[src/rtl/fpu_f64_pkg.sv]
// Shared binary64 field layout, special-value encodings and divider FSM states.
package fpu_f64_pkg;

  localparam int SIGN_BIT = 63;
  localparam int EXP_LSB  = 52;
  localparam int EXP_W    = 11;
  localparam int FRAC_W   = 52;
  localparam int MANT_W   = 53;
  localparam int REM_W    = 54;
  localparam int QUO_W    = 55;
  localparam int CNT_W    = 6;
  localparam int EXP_BIAS = 1023;

  localparam logic [EXP_W-1:0]  EXP_MAX   = 11'h7FF;
  localparam logic [FRAC_W-1:0] FRAC_NAN  = '1;
  localparam logic [FRAC_W-1:0] FRAC_INF  = '0;
  localparam logic [CNT_W-1:0]  LAST_STEP = 6'd54;

  typedef enum logic [1:0] {IDLE, CALC, NORM} fpu_state_e;

  typedef struct packed {
    logic              sign;
    logic [EXP_W-1:0]  exp;
    logic [FRAC_W-1:0] frac;
  } f64_t;

  typedef struct packed {
    logic nan;
    logic inf;
    logic zero;
  } f64_class_t;

  // Denormals are treated as zero.
  function automatic f64_class_t classify(input f64_t x);
    f64_class_t c;
    c.nan  = (x.exp == EXP_MAX) && (x.frac != '0);
    c.inf  = (x.exp == EXP_MAX) && (x.frac == '0);
    c.zero = (x.exp == '0);
    return c;
  endfunction

endpackage

[src/rtl/fpu_div_step.sv]
// One restoring-division step: conditional subtract, quotient bit, shift left.
module fpu_div_step
  import fpu_f64_pkg::*;
(
  input  logic [REM_W-1:0]  rem_in,
  input  logic [MANT_W-1:0] divisor,
  output logic [REM_W-1:0]  rem_out,
  output logic              q_bit
);

  logic [REM_W-1:0] div_ext;
  logic [REM_W-1:0] diff;

  // After a subtract the remainder is below the divisor, so the shift never loses a bit.
  always_comb begin
    div_ext = {1'b0, divisor};
    q_bit   = (rem_in >= div_ext);
    diff    = q_bit ? (rem_in - div_ext) : rem_in;
    rem_out = diff << 1;
  end

endmodule

[src/rtl/fpu_divide_f64.sv]
// Multi-cycle binary64 divider: specials resolve in IDLE, normals run 55 restoring
// steps in CALC followed by one NORM cycle for normalise/round/pack.
module fpu_divide_f64
  import fpu_f64_pkg::*;
(
  input  logic        clk,
  input  logic        rst,
  input  logic        clean,
  input  logic        start,
  input  logic [63:0] num_a,
  input  logic [63:0] num_b,
  output logic [63:0] num_c,
  output logic        ready
);

  localparam logic signed [12:0] BIAS_HI = 13'(EXP_BIAS);
  localparam logic signed [12:0] BIAS_LO = 13'(EXP_BIAS - 1);
  localparam logic signed [12:0] EXP_TOP = 13'(2047);

  fpu_state_e         state_q, state_d;
  logic [CNT_W-1:0]   cnt_q, cnt_d;
  logic [REM_W-1:0]   rem_q, rem_d;
  logic [MANT_W-1:0]  div_q, div_d;
  logic [QUO_W-1:0]   quo_q, quo_d;
  logic signed [12:0] exp_q, exp_d;
  logic               sign_q, sign_d;
  logic [63:0]        num_c_q, num_c_d;

  f64_t       a_w, b_w;
  f64_class_t ca, cb;
  logic       sign_in, is_nan, is_inf, is_zero, special;
  logic [63:0] spec_res;

  logic [REM_W-1:0] step_rem;
  logic             step_bit;

  logic [FRAC_W-1:0]  mant_sel;
  logic               rnd_bit;
  logic [FRAC_W:0]    mant_rnd;
  logic signed [12:0] exp_norm, exp_fin;
  logic [63:0]        norm_res;

  assign a_w = num_a;
  assign b_w = num_b;
  assign ca  = classify(a_w);
  assign cb  = classify(b_w);

  always_comb begin
    sign_in  = a_w.sign ^ b_w.sign;
    is_nan   = ca.nan | cb.nan | (ca.zero & cb.zero) | (ca.inf & cb.inf);
    is_inf   = ca.inf | cb.zero;
    is_zero  = ca.zero | cb.inf;
    special  = is_nan | is_inf | is_zero;
    if (is_nan)
      spec_res = {sign_in, EXP_MAX, FRAC_NAN};
    else if (is_inf)
      spec_res = {sign_in, EXP_MAX, FRAC_INF};
    else
      spec_res = {sign_in, {(EXP_W + FRAC_W){1'b0}}};
  end

  fpu_div_step u_step (
    .rem_in  (rem_q),
    .divisor (div_q),
    .rem_out (step_rem),
    .q_bit   (step_bit)
  );

  // Quotient lies in (0.5, 2): the top bit decides which window is the mantissa.
  always_comb begin
    if (quo_q[QUO_W-1]) begin
      mant_sel = quo_q[53:2];
      rnd_bit  = quo_q[1];
      exp_norm = exp_q + BIAS_HI;
    end else begin
      mant_sel = quo_q[52:1];
      rnd_bit  = quo_q[0];
      exp_norm = exp_q + BIAS_LO;
    end
    mant_rnd = {1'b0, mant_sel} + {{FRAC_W{1'b0}}, rnd_bit};
    exp_fin  = exp_norm + $signed({12'd0, mant_rnd[FRAC_W]});
    if (exp_fin <= 13'sd0)
      norm_res = {sign_q, {(EXP_W + FRAC_W){1'b0}}};
    else if (exp_fin >= EXP_TOP)
      norm_res = {sign_q, EXP_MAX, FRAC_INF};
    else
      norm_res = {sign_q, exp_fin[EXP_W-1:0], mant_rnd[FRAC_W-1:0]};
  end

  always_comb begin
    state_d = state_q;
    cnt_d   = cnt_q;
    rem_d   = rem_q;
    div_d   = div_q;
    quo_d   = quo_q;
    exp_d   = exp_q;
    sign_d  = sign_q;
    num_c_d = num_c_q;
    unique case (state_q)
      IDLE: begin
        if (start) begin
          if (special) begin
            num_c_d = spec_res;
          end else begin
            sign_d  = sign_in;
            rem_d   = {2'b01, a_w.frac};
            div_d   = {1'b1, b_w.frac};
            exp_d   = $signed({2'b00, a_w.exp}) - $signed({2'b00, b_w.exp});
            quo_d   = '0;
            cnt_d   = '0;
            state_d = CALC;
          end
        end
      end
      CALC: begin
        rem_d = step_rem;
        quo_d = {quo_q[QUO_W-2:0], step_bit};
        cnt_d = cnt_q + 1'b1;
        if (cnt_q == LAST_STEP) begin
          cnt_d   = '0;
          state_d = NORM;
        end
      end
      NORM: begin
        num_c_d = norm_res;
        state_d = IDLE;
      end
      default: state_d = IDLE;
    endcase
    if (clean) begin
      state_d = IDLE;
      cnt_d   = '0;
      rem_d   = '0;
      div_d   = '0;
      quo_d   = '0;
      exp_d   = '0;
      sign_d  = 1'b0;
      num_c_d = '0;
    end
  end

  always_ff @(posedge clk or negedge rst) begin
    if (!rst) begin
      state_q <= IDLE;
      cnt_q   <= '0;
      rem_q   <= '0;
      div_q   <= '0;
      quo_q   <= '0;
      exp_q   <= '0;
      sign_q  <= 1'b0;
      num_c_q <= '0;
    end else begin
      state_q <= state_d;
      cnt_q   <= cnt_d;
      rem_q   <= rem_d;
      div_q   <= div_d;
      quo_q   <= quo_d;
      exp_q   <= exp_d;
      sign_q  <= sign_d;
      num_c_q <= num_c_d;
    end
  end

  assign num_c = num_c_q;
  assign ready = (state_q == IDLE);

endmodule

[config.mk]
export PLATFORM = sky130hd
export DESIGN_NAME = fpu_divide_f64
export DESIGN_NICKNAME = d
export VERILOG_FILES = /design/src/rtl/fpu_f64_pkg.sv /design/src/rtl/fpu_div_step.sv /design/src/rtl/fpu_divide_f64.sv
export SDC_FILE = /design/constraint.sdc
export NUM_CORES = 1
export LEC_CHECK = 0
export BUFFER_PORTS_ARGS = -buffer_cell sky130_fd_sc_hd__buf_4
export CORE_AREA = 2 2 212 214
export DETAILED_ROUTE_END_ITERATION = 6
export DIE_AREA = 0 0 214 216
export PLACE_DENSITY_LB_ADDON = 0.1
export SETUP_SLACK_MARGIN = 0.4
export SLEW_MARGIN = 20
export SYNTH_ARGS = -nofsm -noshare
export SYNTH_HDL_FRONTEND = slang
export SYNTH_SLANG_ARGS = --single-unit
[constraint.sdc]
create_clock -name clk -period 8.7 [get_ports clk]
set_input_delay 0.435 -clock clk [delete_from_list [all_inputs] [get_ports clk]]
set_output_delay 0.435 -clock clk [all_outputs]
set_load 0.02 [all_outputs]
==> metrics.md <==
| Metric | Value |
|---|---|
| Run status | `finished, final reports clean` |
| Root buffer cell | `sky130_fd_sc_hd__clkbuf_16` |
| Horizontal extent of the die | `approximately 210 um` |
| Number of hold buffers added after CTS | `1` |
| Sequential fraction of the synthesis area | `35.5%` |
| Die Y-Extent | `roughly 220 um` |
| Cell with the largest stage delay on the worst path | `sky130_fd_sc_hd__dfrtp_2` |
| Static leakage | `~8.8 nW` |
| Cell type with the highest occurrence count on the critical path | `sky130_fd_sc_hd__ha_1` |
| Largest net degree at the start of global routing | `85` |
| FP Rows | `77` |
| Pwr per Cell Area | `around 270 nW/um2` |
| Area share of and/or/nand/nor cells after synthesis | `approximately 18%` |
| Final period util | `between 70% and 80%` |
| Crit end category | `flip-flop` |
| Buffers and inverters on the worst path | `1` |
| Worst hold path endpoint | `div_q[19]` |
| Number of vias after detailed routing | `15842` |
| Overflow after GRT | `0` |
| Via count of the first global-routing pass | `approximately 16000` |
| Number of warning messages in the yosys log | `0` |
| Launch point of the worst hold path | `num_b[19]` |
| Average cell area after synthesis | `8.47 um2` |
| Fraction of registers with async set or reset after synthesis | `between 90% and 100%` |
| Worst-path fanout max | `52` |
| Worst Max-Slew Pin Slew | `between 0.9 and 1 ns` |
| Reg-to-reg setup timing slack | `around 2.5 ns` |
| Number of clock buffers inserted by TritonCTS | `29` |
| CP cell instances | `mux2_2 > ha_1 > ha_1 > nand2_1 > a21oi_1 > nand3_1 > nor4bb_1 > and4b_1 > nand4_1 > nor3b_1 > ha_1 > ha_1 > nand3b_1 > a2111o_1 > xor2_1 > or4b_4 > a31oi_4 > nor3_4 > buf_4 > a221o_1` |
| Clk_skew | `about 0.012 ns` |
| Number of fill cells in the layout | `4312` |
| H-tree depth reported by CTS | `1` |
| Maximum root-to-sink buffer count | `3` |
| Max incr delay on CP | `about 0.8 ns` |
| Detailed-placement wirelength estimate | `~39000 um` |
| Top FF cell, synth | `sky130_fd_sc_hd__dfrtp_1` |
| Die area | `46200 um2` |
| Syn_nets | `between 2000 and 2500` |
| Drt drc | `0` |
| Post-synthesis to final-layout area growth | `16.3%` |
| Clock transition at the registers of the reported paths | `roughly 0.060 ns` |
| Placed inst area | `19200 um2` |
| Worst min-delay path class | `in2reg` |
| Largest family of logic cells by synthesized area | `compound AO/OA/AOI/OAI gates` |
| Cell type with the highest aggregate area in the netlist | `sky130_fd_sc_hd__dfrtp_1` |
| Fin. max-slew vios | `0` |
| Setup tns final | `0 ns` |
| Met1 Routed Length | `roughly 24000 um` |
| Cell types occupying the most area after synthesis | `sky130_fd_sc_hd__dfrtp_1, sky130_fd_sc_hd__nand2_1, sky130_fd_sc_hd__ha_1` |
| Number of synthesized flops with an enable pin | `0` |
| Number of max-cap violations | `0` |
| Worst R2R Path Depth | `20` |
| Reg2Reg Launch Point | `quo_q[54]` |
| Setup Crit Path Kind | `reg2reg` |
| Mean routed wirelength per cell | `roughly 19 um` |
| Sinks on Clock Net | `between 200 and 250` |
| Area of the placeable core | `about 44000 um2` |
| Routed length on met2 | `between 20000 and 25000 um` |
| Cells resized by post-CTS repair | `0` |
| Met3 layer wire length in the routed design | `~2300 um` |
| Total routing resource utilization after global routing | `22.4%` |
| Highest routing layer actually used | `met4` |
| Post-layout instance area | `20300 um2` |
| Setup repair after global routing missed its margin | `false` |
| Via density | `about 5.7` |
| Complex-gate fraction of the synthesized area | `between 20% and 30%` |
| Number of nets in the finished design | `2365` |
| Length of the first detailed-routing pass in iterations | `6` |
| Count of input and output buffers | `between 150 and 200` |
| Mux contribution to synthesized area | `a little over 4%` |
| Global-route wire length before repair | `approximately 85000 um` |
| Count of cell types in the netlist | `83` |
| Final Hold Violating Endpoints | `0` |
| Worst-skew pair later-pin latency | `0.58 ns` |
| Total Wirelength | `about 53000 um` |
| Kind of cell adding the most delay to the critical path | `simple AND/OR/NAND/NOR gates` |
| Starting density of the core | `39.8%` |
| Max VDD drop | `~180 uV` |
| Post-synthesis adder-cell area fraction | `5.45%` |
| Arrival time worst endpoint | `between 6 and 7 ns` |
| Initial detailed-routing violation count | `around 1100` |
| Combined area of all synthesized cells | `17400 um2` |
| Synth Area in XOR/XNOR | `approximately 7.3%` |
| Layout cell share with drive strength beyond 1 | `between 10% and 20%` |
| Final weighted congestion of routability-driven global placement | `a little under 0.9` |
| Post-synth top area share | `between 30% and 40%` |
| R2r endpoint | `num_c[13]` |
| Number of antenna violations at the first check in global routing | `1` |
| # setup viols final | `0` |
| Synthesized netlist cell count | `2059` |
| # IOs | `197` |
| Top achievable clock speed | `around 160 MHz` |
| Synth Register Bits | `between 200 and 250` |
| Required time of the critical path | `9.16 ns` |
| Remaining antenna violation count | `0` |
| Postcts setup bufs | `0` |
| Clock period minus worst slack | `between 6 and 7 ns` |
| Clock tree from TritonCTS | `done` |
| Relative slew slack | `34.6%` |
| Cell depth of the worst min-delay path | `3` |
| Critical path launch point type | `flip-flop` |
sequential cells by signal, summed over array words and instances, names as in the netlist:
register	flops
num_c	64
sign_q	1
cnt_q	6
exp_q	12
state_q	2
rem_q	54
div_q	53
quo_q	55
cells by family (layout without fill, tap and decap cells):
group	Yosys count	count (layout)
compound gates	592	592
mux	70	70
buf+inv	255	377
simple gates	675	675
other cells	0	1
xor+xnor	145	145
flops	247	247
fa+ha+maj	75	75
routing by layer:
| metal | GRT usage, % | vias to the layer above |
|---|---|---|
| li1 | - | 7702 |
| met1 | 30.3 | 7684 |
| met2 | 37.3 | 355 |
| met3 | 2.71 | 101 |
| met4 | 7.30 | 0 |
| met5 | 0 | - |
placed cells by master, fill, tap and decap left out, types with 63 or more instances in the layout:
cell type	n
sky130_fd_sc_hd__a21oi_1	154
sky130_fd_sc_hd__xnor2_1	63
sky130_fd_sc_hd__xor2_1	82
sky130_fd_sc_hd__o21ai_0	117
sky130_fd_sc_hd__nand2_1	283
sky130_fd_sc_hd__buf_4	211
sky130_fd_sc_hd__nand3_1	69
sky130_fd_sc_hd__ha_1	72
sky130_fd_sc_hd__dfrtp_1	246
sky130_fd_sc_hd__inv_1	108
sky130_fd_sc_hd__nor2_1	93
cells in the mapped netlist, drive strengths merged (62+ instances only):
library cell	instances
nor2	99
a21oi	154
nand2	283
ha	72
dfrtp	247
clkbuf	121
nand3	69
xnor2	63
inv	109
xor2	82
mux2i	62
o21ai	119
a221o	62
final cells by class:
class | instances | area, um2 | share of cell area, %
Sequential cell | 247 | 6180 | 30.5
Clock inverter | 11 | 173 | 0.851
Timing Repair Buffer | 215 | 1650 | 8.13
Inverter | 109 | 409 | 2.02
Multi-Input combinational cell | 1557 | 10300 | 50.7
Clock buffer | 42 | 835 | 4.11
Antenna cell | 1 | 2.50 | 0.0123
Tap cell | 592 | 741 | 3.65
worst max-delay path by stage:
stage | slack [ns] | end | from | cells after the start
after floorplan | 1.93 | num_c[5] | quo_q[54] | 28
after global placement | 2.54 | num_c[5] | quo_q[54] | 20
after detailed placement | 2.44 | num_c[1] | quo_q[54] | 20
after CTS | 2.38 | num_c[13] | quo_q[54] | 20
after global routing | 1.94 | num_c[10] | quo_q[54] | 20
final | 2.49 | num_c[13] | quo_q[54] | 20
power breakdown:
group / total, mW / internal, mW / switching [mW]
registers: 1.40 / 1.28 / 0.117
logic: 2.81 / 1.10 / 1.71
clock network: 1.29 / 0.783 / 0.511
stage by stage:
| stage | utilization [%] | cells | worst slack (ns) | hold slack, ns | total power, mW |
|---|---|---|---|---|---|
| after floorplan | - | 2059 | 1.93 | 0.139 | 3.49 |
| after global placement | 43.9 | 2717 | 2.54 | 0.443 | 4.17 |
| after detailed placement | 43.9 | 2718 | 2.44 | 0.446 | 4.16 |
| after CTS | 46.2 | 2772 | 2.38 | 0.0734 | 5.50 |
| after global routing | 46.3 | 2773 | 1.94 | 0.0838 | 5.92 |
| final | 46.3 | 2774 | 2.49 | 0.101 | 5.50 |
worst register-to-register path, delay by kind of cell (launching register included):
kind / cells / cell delay (ns)
AO/OA/AOI/OAI: 4 / 1.48
XOR/XNOR: 1 / 0.27
adder cells (fa/ha/maj): 4 / 0.85
buffers and inverters: 1 / 0.30
flip-flops: 1 / 0.78
multiplexers: 1 / 0.28
AND/OR/NAND/NOR: 9 / 2.12
(Power assumes the default switching activity.)
